`src/rtl/ysyx_22041461_wb_arb.sv`:
```
// Write-back arbiter and load scoreboard for the 32x64 GPR file.
// EXU and LSU share the single register-file write port under a 1-bit
// round-robin pointer. A busy bit per register tracks outstanding loads
// for decode hazard stalls.
// Optional feature macro: YSYX_22041461_WB_BYPASS_EN (forwards the
// registered write-back data to decode; otherwise byp_* are tied to 0).
module ysyx_22041461_wb_arb (
  input  logic        clk,
  input  logic        rst,
  input  logic        exu_valid,
  input  logic [4:0]  exu_rd,
  input  logic [63:0] exu_data,
  output logic        exu_ready,
  input  logic        lsu_valid,
  input  logic [4:0]  lsu_rd,
  input  logic [63:0] lsu_data,
  output logic        lsu_ready,
  output logic        wb_wen,
  output logic [4:0]  wb_rd,
  output logic [63:0] wb_data,
  input  logic        sb_set,
  input  logic [4:0]  sb_rd,
  input  logic [4:0]  rs1,
  input  logic [4:0]  rs2,
  output logic        rs1_busy,
  output logic        rs2_busy,
  output logic        sb_err,
  output logic        byp_rs1_hit,
  output logic        byp_rs2_hit,
  output logic [63:0] byp_rs1_data,
  output logic [63:0] byp_rs2_data
);

  typedef enum logic {
    GNT_EXU = 1'b0,
    GNT_LSU = 1'b1
  } gnt_e;

  gnt_e        r_last;
  logic        r_wen;
  logic [4:0]  r_rd;
  logic [63:0] r_data;
  logic [31:0] r_busy;
  logic        r_err;

  logic        w_gnt_exu;
  logic        w_gnt_lsu;
  logic [4:0]  w_sel_rd;
  logic [63:0] w_sel_data;
  logic [31:0] w_busy_nxt;
  logic        w_err_hit;

  // Round-robin grant; readies are forced low while reset is asserted.
  always_comb begin
    w_gnt_lsu = rst & lsu_valid & (~exu_valid | (r_last == GNT_EXU));
    w_gnt_exu = rst & exu_valid & ~w_gnt_lsu;
    w_sel_rd   = w_gnt_lsu ? lsu_rd   : exu_rd;
    w_sel_data = w_gnt_lsu ? lsu_data : exu_data;
  end

  assign exu_ready = w_gnt_exu;
  assign lsu_ready = w_gnt_lsu;

  // Grant pointer and registered write port; rd=0 grants write nothing.
  always_ff @(posedge clk or negedge rst) begin
    if (!rst) begin
      r_last <= GNT_EXU;
      r_wen  <= 1'b0;
      r_rd   <= '0;
      r_data <= '0;
    end else begin
      if (w_gnt_lsu)      r_last <= GNT_LSU;
      else if (w_gnt_exu) r_last <= GNT_EXU;
      if ((w_gnt_lsu | w_gnt_exu) && (w_sel_rd != 5'd0)) begin
        r_wen  <= 1'b1;
        r_rd   <= w_sel_rd;
        r_data <= w_sel_data;
      end else begin
        r_wen  <= 1'b0;
      end
    end
  end

  // Scoreboard next state: LSU clear applied first so a same-index set wins.
  always_comb begin
    w_busy_nxt = r_busy;
    if (w_gnt_lsu) w_busy_nxt[lsu_rd] = 1'b0;
    if (sb_set && (sb_rd != 5'd0)) w_busy_nxt[sb_rd] = 1'b1;
    w_busy_nxt[0] = 1'b0;
    w_err_hit = sb_set && (sb_rd != 5'd0) && r_busy[sb_rd];
  end

  // Busy bits and sticky double-issue error flag.
  always_ff @(posedge clk or negedge rst) begin
    if (!rst) begin
      r_busy <= '0;
      r_err  <= 1'b0;
    end else begin
      r_busy <= w_busy_nxt;
      if (w_err_hit) r_err <= 1'b1;
    end
  end

  assign wb_wen   = r_wen;
  assign wb_rd    = r_rd;
  assign wb_data  = r_data;
  assign sb_err   = r_err;
  assign rs1_busy = r_busy[rs1];
  assign rs2_busy = r_busy[rs2];

`ifdef YSYX_22041461_WB_BYPASS_EN
  assign byp_rs1_hit  = r_wen && (r_rd == rs1) && (rs1 != 5'd0);
  assign byp_rs2_hit  = r_wen && (r_rd == rs2) && (rs2 != 5'd0);
  assign byp_rs1_data = r_data;
  assign byp_rs2_data = r_data;
`else
  assign byp_rs1_hit  = 1'b0;
  assign byp_rs2_hit  = 1'b0;
  assign byp_rs1_data = '0;
  assign byp_rs2_data = '0;
`endif

endmodule

```
`config.mk`:
```
export PLATFORM = sky130hd
export DESIGN_NAME = ysyx_22041461_wb_arb
export DESIGN_NICKNAME = d
export VERILOG_FILES = /design/src/rtl/ysyx_22041461_wb_arb.sv
export SDC_FILE = /design/constraint.sdc
export NUM_CORES = 1
export LEC_CHECK = 0
export ABC_AREA = 1
export BUFFER_PORTS_ARGS = -buffer_cell sky130_fd_sc_hd__buf_2
export CAP_MARGIN = 20
export CORE_AREA = 8 8 136 138
export CTS_CLUSTER_SIZE = 30
export DETAILED_ROUTE_END_ITERATION = 8
export DIE_AREA = 0 0 144 146
export GPL_ROUTABILITY_DRIVEN = 0
export PLACE_DENSITY = 0.86
export SYNTH_ARGS = -nofsm -noshare
export SYNTH_HDL_FRONTEND = slang
export SYNTH_SLANG_ARGS = --single-unit
export TNS_END_PERCENT = 10
```
`constraint.sdc`:
```
create_clock -name clk -period 1.7 [get_ports clk]
set_input_delay 0.085 -clock clk [delete_from_list [all_inputs] [get_ports clk]]
set_output_delay 0.085 -clock clk [all_outputs]
set_load 0.02 [all_outputs]
```
==> results of run 1 <==
-- worst min-delay path by stage --
stage                             end  slack (ns)  depth (start not counted)
after floorplan            r_busy[10]       -0.21                          0
after global routing      wb_data[59]        0.07                          5
after global placement     wb_data[1]        0.01                          2
after CTS                 wb_data[44]        0.05                          5
after detailed placement   wb_data[1]       0.007                          2
final                     wb_data[25]        0.06                          5
-- cells in the mapped netlist, drive strengths merged --
library cell,number
o31ai,3
clkbuf,18
buf,158
nand2,525
dfrtp,103
clkinv,3
inv,32
nor3,8
nor2,10
o211ai,6
nand4,1
conb,1
nand3,132
o21ai,56
-- kinds of logic (layout without fill, tap and decap cells) --
family,count (synthesis),after routing
AOI/OAI and AO/OA,65,65
buffers and inverters,211,322
DFF,103,103
other,1,130
and+or+nand+nor,676,677
-- metrics by stage --
stage | setup WS (ns) | TNS [ns] | power, W | hold WS (ns)
2_1_floorplan | 0.161 | 0 | 0.00518 | -0.211
6_report | -0.0277 | -0.125 | 0.00834 | 0.0636
5_1_grt | -0.118 | -5.60 | 0.00879 | 0.0736
3_3_place_gp | -0.126 | -7.74 | 0.00593 | 0.0112
3_5_place_dp | -0.240 | -13.42 | 0.00601 | 0.00665
4_1_cts | 0.0359 | 0 | 0.00812 | 0.0531
-- per-layer routing --
layer	wire length [um]	track usage (%)
met1	8860	24.8
met4	718	6.84
met5	38	0
met2	12700	37.6
met3	2210	5.31
-- worst max-delay path: cells and delay by family, from the launching register on --
family	cells	cell delay, ns
flip-flops	1	0.39
AND/OR/NAND/NOR	8	0.94
buffers and inverters	1	0.28
-- flip-flops by register name (all words and copies together), names as in the netlist --
name / flops
sb_err: 1
r_last: 1
wb_data: 64
wb_wen: 1
r_busy: 31
wb_rd: 5
-- area by class of cell --
cell class              count  area, um^2
fillers                  1536        7590
repair buffers            272        1700
clock buffers               9         225
flip-flops and latches    103        2580
well taps                 220         275
inverters                  35         131
multi-input cells         872        3720
clock inverters             6        70.1
-- repair_timing --
item / in CTS / in global routing
hold buffers: 1 / 0
endpoints found under the hold margin: 40 / 0
cloned: 2 / 9
gates resized for setup: 9 / 48
setup buffers: 1 / 2
setup endpoints to repair: 102 / 73
pin swaps: 1 / 9
-- power groups by stage --
stage | registers, W | clock network, W | logic [W]
2_1_floorplan | 0.00362 | 0 | 0.00156
3_3_place_gp | 0.00337 | 0 | 0.00256
3_5_place_dp | 0.00339 | 0 | 0.00263
4_1_cts | 0.00335 | 0.00210 | 0.00267
5_1_grt | 0.00343 | 0.00221 | 0.00315
6_report | 0.00339 | 0.00208 | 0.00286
==> flow_summary.json, run 1 <==
{
  "area_growth_pct": 24.6,
  "cts_buffers": 9,
  "dp.cells": 1487,
  "setup_viol": 18,
  "r2r_end": "wb_data[28]",
  "violations": "negative setup slack",
  "slowest_stage": "dfrtp_1",
  "powerDensity_mw_per_mm2": 958,
  "synthAdderAreaFrac_pct": 0,
  "layout.cells.non_filler": 1517,
  "startpoint_type": "flip-flop",
  "p_int_w": 0.00505,
  "first_pass_iters": 7,
  "ys_seq_elements": 103,
  "drc": 0,
  "synth_top_family_by_area": "simple AND/OR/NAND/NOR gates",
  "min_path_type": "input port to flip-flop",
  "status": "finished with violations",
  "r2r-start": "r_last",
  "synth_seq_area_share_pct": 36.9,
  "portBuffers": 232,
  "first_global_vias": 6985,
  "hpwl_um": 18300,
  "die_w_um": 144,
  "cts_tree": "built",
  "hold_viol": 0,
  "synthesis.area_mm2": 0.00698,
  "ioPinCount": 363,
  "synth_area_leaders": "dfrtp_1 37%, nand2_1 28%, buf_4 14%, nand3_1 9.4%, o21ai_0 3.9%",
  "mostFrequentLayoutCell": "nand2_1",
  "fmax_mhz": 579,
  "setup_ws_ns": -0.0277,
  "grt_usage_pct": 21.4,
  "synth-simple-area-share_pct": 39.1,
  "combPwrFrac_pct": 34.3,
  "worst_pin_slew_ns": 0.794,
  "layout.nets": 1451,
  "muxShareOfSynthArea_pct": 0,
  "drive_above_1_share_pct": 25.1,
  "grt_overflow": 0,
  "clk_latency_ns": 0.34,
  "ys_types": 22,
  "syn_area_per_cell_um2": 6.61,
  "end_kind": "flip-flop",
  "drtIter0Drc": 547,
  "synth_top_area_share_pct": 36.9,
  "vdd_drop_max_uv": 455,
  "rsz0062_at_grt": "yes",
  "ys.warnings.count": 0,
  "core_mm2": 0.0163,
  "yosysTopAreaCell": "dfrtp_1",
  "grt_first_pass_wirelength_um": 36200,
  "num_rows": 47,
  "cts_sinks": 103,
  "power_frac_clock_pct": 25.0,
  "ant_nets": 0,
  "drv_cap": 0,
  "die_y_um": 146,
  "cp_cell_sequence": "nand2_2, nand2_4, nand2_1, nand2_2, nor2_4, nand3_4, clkbuf_16, nand3_1, nand2_1",
  "most-common-layout-cells": "509 x nand2_1, 230 x buf_2, 130 x conb_1, 122 x nand3_1, 100 x dfrtp_1",
  "clock_path_buffers": 2,
  "n_antenna_cell": 0,
  "antenna_found_initial": 3,
  "viasPerCell": 4.86,
  "skew_ns": 0.00851,
  "required_ns": 1.93,
  "ff2ff_path_depth": 9,
  "stdcell_area_mm2": 0.00870,
  "endpoint": "wb_data[28]",
  "clk_pin_slew_ns": 0.07,
  "wire_per_inst_um": 16.2,
  "slew_violations": 0,
  "htree_levels": 3,
  "fin_crit_sh_pct": 102,
  "cp_data_arrival_time_ns": 1.96,
  "max_stage_delay_ns": 0.39,
  "cp_max_fo": 31,
  "p_leak_nw": 5.11,
  "routed_wl_um": 24500,
  "seq_power_share_pct": 40.7,
  "synth-xor-area-share_pct": 0,
  "max_slew_margin_pct": 47.0,
  "worstHoldStart": "lsu_data[25]",
  "start_util_pct": 42.9,
  "netlist_instances": 1056,
  "worst-r2r-setup-slack_ns": -0.03,
  "synth_compound_area_share_pct": 4.98,
  "cts-root-buf": "clkbuf_16",
  "die-area_mm2": 0.0210,
  "switching_power_w": 0.00328,
  "grt_max_degree": 64,
  "critPathKind": "flip-flop to flip-flop",
  "final_core_util_pct": 53.4,
  "num_vias": 7377,
  "period_minus_slack_ns": 1.73,
  "placed_cell_area_mm2": 0.00793,
  "crit_path_start": "r_last",
  "switching_share_pct": 39.4
}
No activity file was read; power rests on OpenSTA's default activity.
==> inputs of run 2 (changes only) <==
Settings changed: SETUP_SLACK_MARGIN from default to 0.3.
==> flow_summary.json, run 2 (synthesis results as in run 1) <==
{
  "status": "complete, no violations",
  "most-common-layout-cells": "517 x nand2_1, 228 x buf_2, 130 x conb_1, 114 x nand3_1, 98 x dfrtp_1",
  "cts_sinks": 103,
  "min_path_type": "input port to flip-flop",
  "core_mm2": 0.0163,
  "critPathKind": "flip-flop to flip-flop",
  "antenna_found_initial": 4,
  "layout.cells.non_filler": 1517,
  "required_ns": 1.93,
  "power_frac_clock_pct": 24.6,
  "cts_buffers": 9,
  "hpwl_um": 18300,
  "crit_path_start": "r_last",
  "cp_max_fo": 16,
  "final_core_util_pct": 53.6,
  "seq_power_share_pct": 40.5,
  "p_int_w": 0.00496,
  "die-area_mm2": 0.0210,
  "switching_share_pct": 40.1,
  "clock_path_buffers": 2,
  "slew_violations": 0,
  "worst_pin_slew_ns": 0.555,
  "start_util_pct": 42.9,
  "period_minus_slack_ns": 1.62,
  "drv_cap": 0,
  "drc": 0,
  "hold_viol": 0,
  "ioPinCount": 363,
  "switching_power_w": 0.00333,
  "first_global_vias": 7303,
  "area_growth_pct": 25.2,
  "cp_data_arrival_time_ns": 1.85,
  "first_pass_iters": 7,
  "mostFrequentLayoutCell": "nand2_1",
  "portBuffers": 232,
  "clk_latency_ns": 0.34,
  "worstHoldStart": "lsu_data[9]",
  "grt_first_pass_wirelength_um": 37900,
  "p_leak_nw": 5.13,
  "viasPerCell": 4.96,
  "grt_usage_pct": 22.5,
  "clk_pin_slew_ns": 0.08,
  "largest_reg_flops": 64,
  "cts-root-buf": "clkbuf_16",
  "r2r-start": "r_last",
  "vdd_drop_max_uv": 538,
  "startpoint_type": "flip-flop",
  "grt_overflow": 0,
  "ant_nets": 0,
  "num_rows": 47,
  "skew_ns": 0.0104,
  "grt_max_degree": 104,
  "dp.cells": 1480,
  "die_y_um": 146,
  "drive_above_1_share_pct": 25.1,
  "n_antenna_cell": 0,
  "layout.nets": 1450,
  "nFillCells": 1566,
  "rsz0062_at_grt": "yes",
  "die_w_um": 144,
  "cts_tree": "built",
  "drtIter0Drc": 482,
  "powerDensity_mw_per_mm2": 949,
  "routed_wl_um": 25200,
  "setup_viol": 0,
  "combPwrFrac_pct": 34.8,
  "fin_crit_sh_pct": 95.4,
  "wire_per_inst_um": 16.6,
  "htree_levels": 3,
  "max_slew_margin_pct": 63.0,
  "fmax_mhz": 617,
  "end_kind": "flip-flop",
  "num_vias": 7519
}
run 2: path summary, 6_finish.rpt:
path	end	slack, ns	cells after the start
max in group asynchronous	wb_data[15]	0.82	3
min	wb_data[9]	0.05	5
max	wb_data[60]	0.08	10
min reg2reg	sb_err	0.46	2
max reg2reg	wb_data[60]	0.08	10
min in group asynchronous	r_busy[19]	0.44	3
run 2: power by group through the flow:
stage               clock (W)  sequential [W]  combinational (W)
CTS                   0.00207         0.00333            0.00276
finish                0.00204         0.00336            0.00289
floorplan                   0         0.00362            0.00156
global route          0.00216         0.00340            0.00317
detailed placement          0         0.00336            0.00266
global placement            0         0.00336            0.00258
run 2: critical path, cell delays in order, from the launching register on:
cell	delay, ns
dfrtp_1	0.41
nand2_4	0.12
nand2_4	0.08
nand2_1	0.09
nand2_2	0.07
nor2_2	0.10
nand3_2	0.14
buf_12	0.19
clkbuf_16	0.17
nand3_1	0.07
nand2_1	0.07
run 2: what timing repair did:
item / 4_1_cts / 5_1_grt
endpoints found under the hold margin: 103 / 0
pin swaps: 6 / 10
resized for setup: 23 / 31
endpoints found under the setup margin: 105 / 106
hold buffers: 1 / 0
cloned: 5 / 5
buffers inserted: 6 / 4
run 2: metrics by stage:
step | area, um^2 | TNS [ns] | setup WS, ns | hold slack (ns) | power, W
6_report | 8740 | 0 | 0.0781 | 0.0549 | 0.00829
5_1_grt | 8740 | -0.0241 | -0.0241 | 0.0648 | 0.00873
4_1_cts | 8480 | 0 | 0.121 | 0.0463 | 0.00816
3_5_place_dp | 7940 | -0.00461 | -0.00303 | 0.233 | 0.00602
3_3_place_gp | 7940 | 0 | 0.100 | 0.225 | 0.00594
2_1_floorplan | 7480 | 0 | 0.250 | -0.211 | 0.00518
run 2: routing by layer:
layer	share of wire [%]	wire (um)	vias to the layer above	GRT usage, %
li1	-	-	3541	-
met1	36	9100	3435	25.6
met2	50	12700	450	39.0
met3	8.4	2130	85	4.56
met4	4.8	1220	8	11.3
met5	0.21	53	-	0
run 2: layout make-up:
class,count,area [um^2],share of cell area [%]
clock inverter,6,56.3,0.644
multi-input combinational,872,3700,42.4
clock buffer,10,239,2.73
tap,220,275,3.15
timing repair buffer,271,1750,20.0
inverter,35,131,1.50
sequential,103,2580,29.6
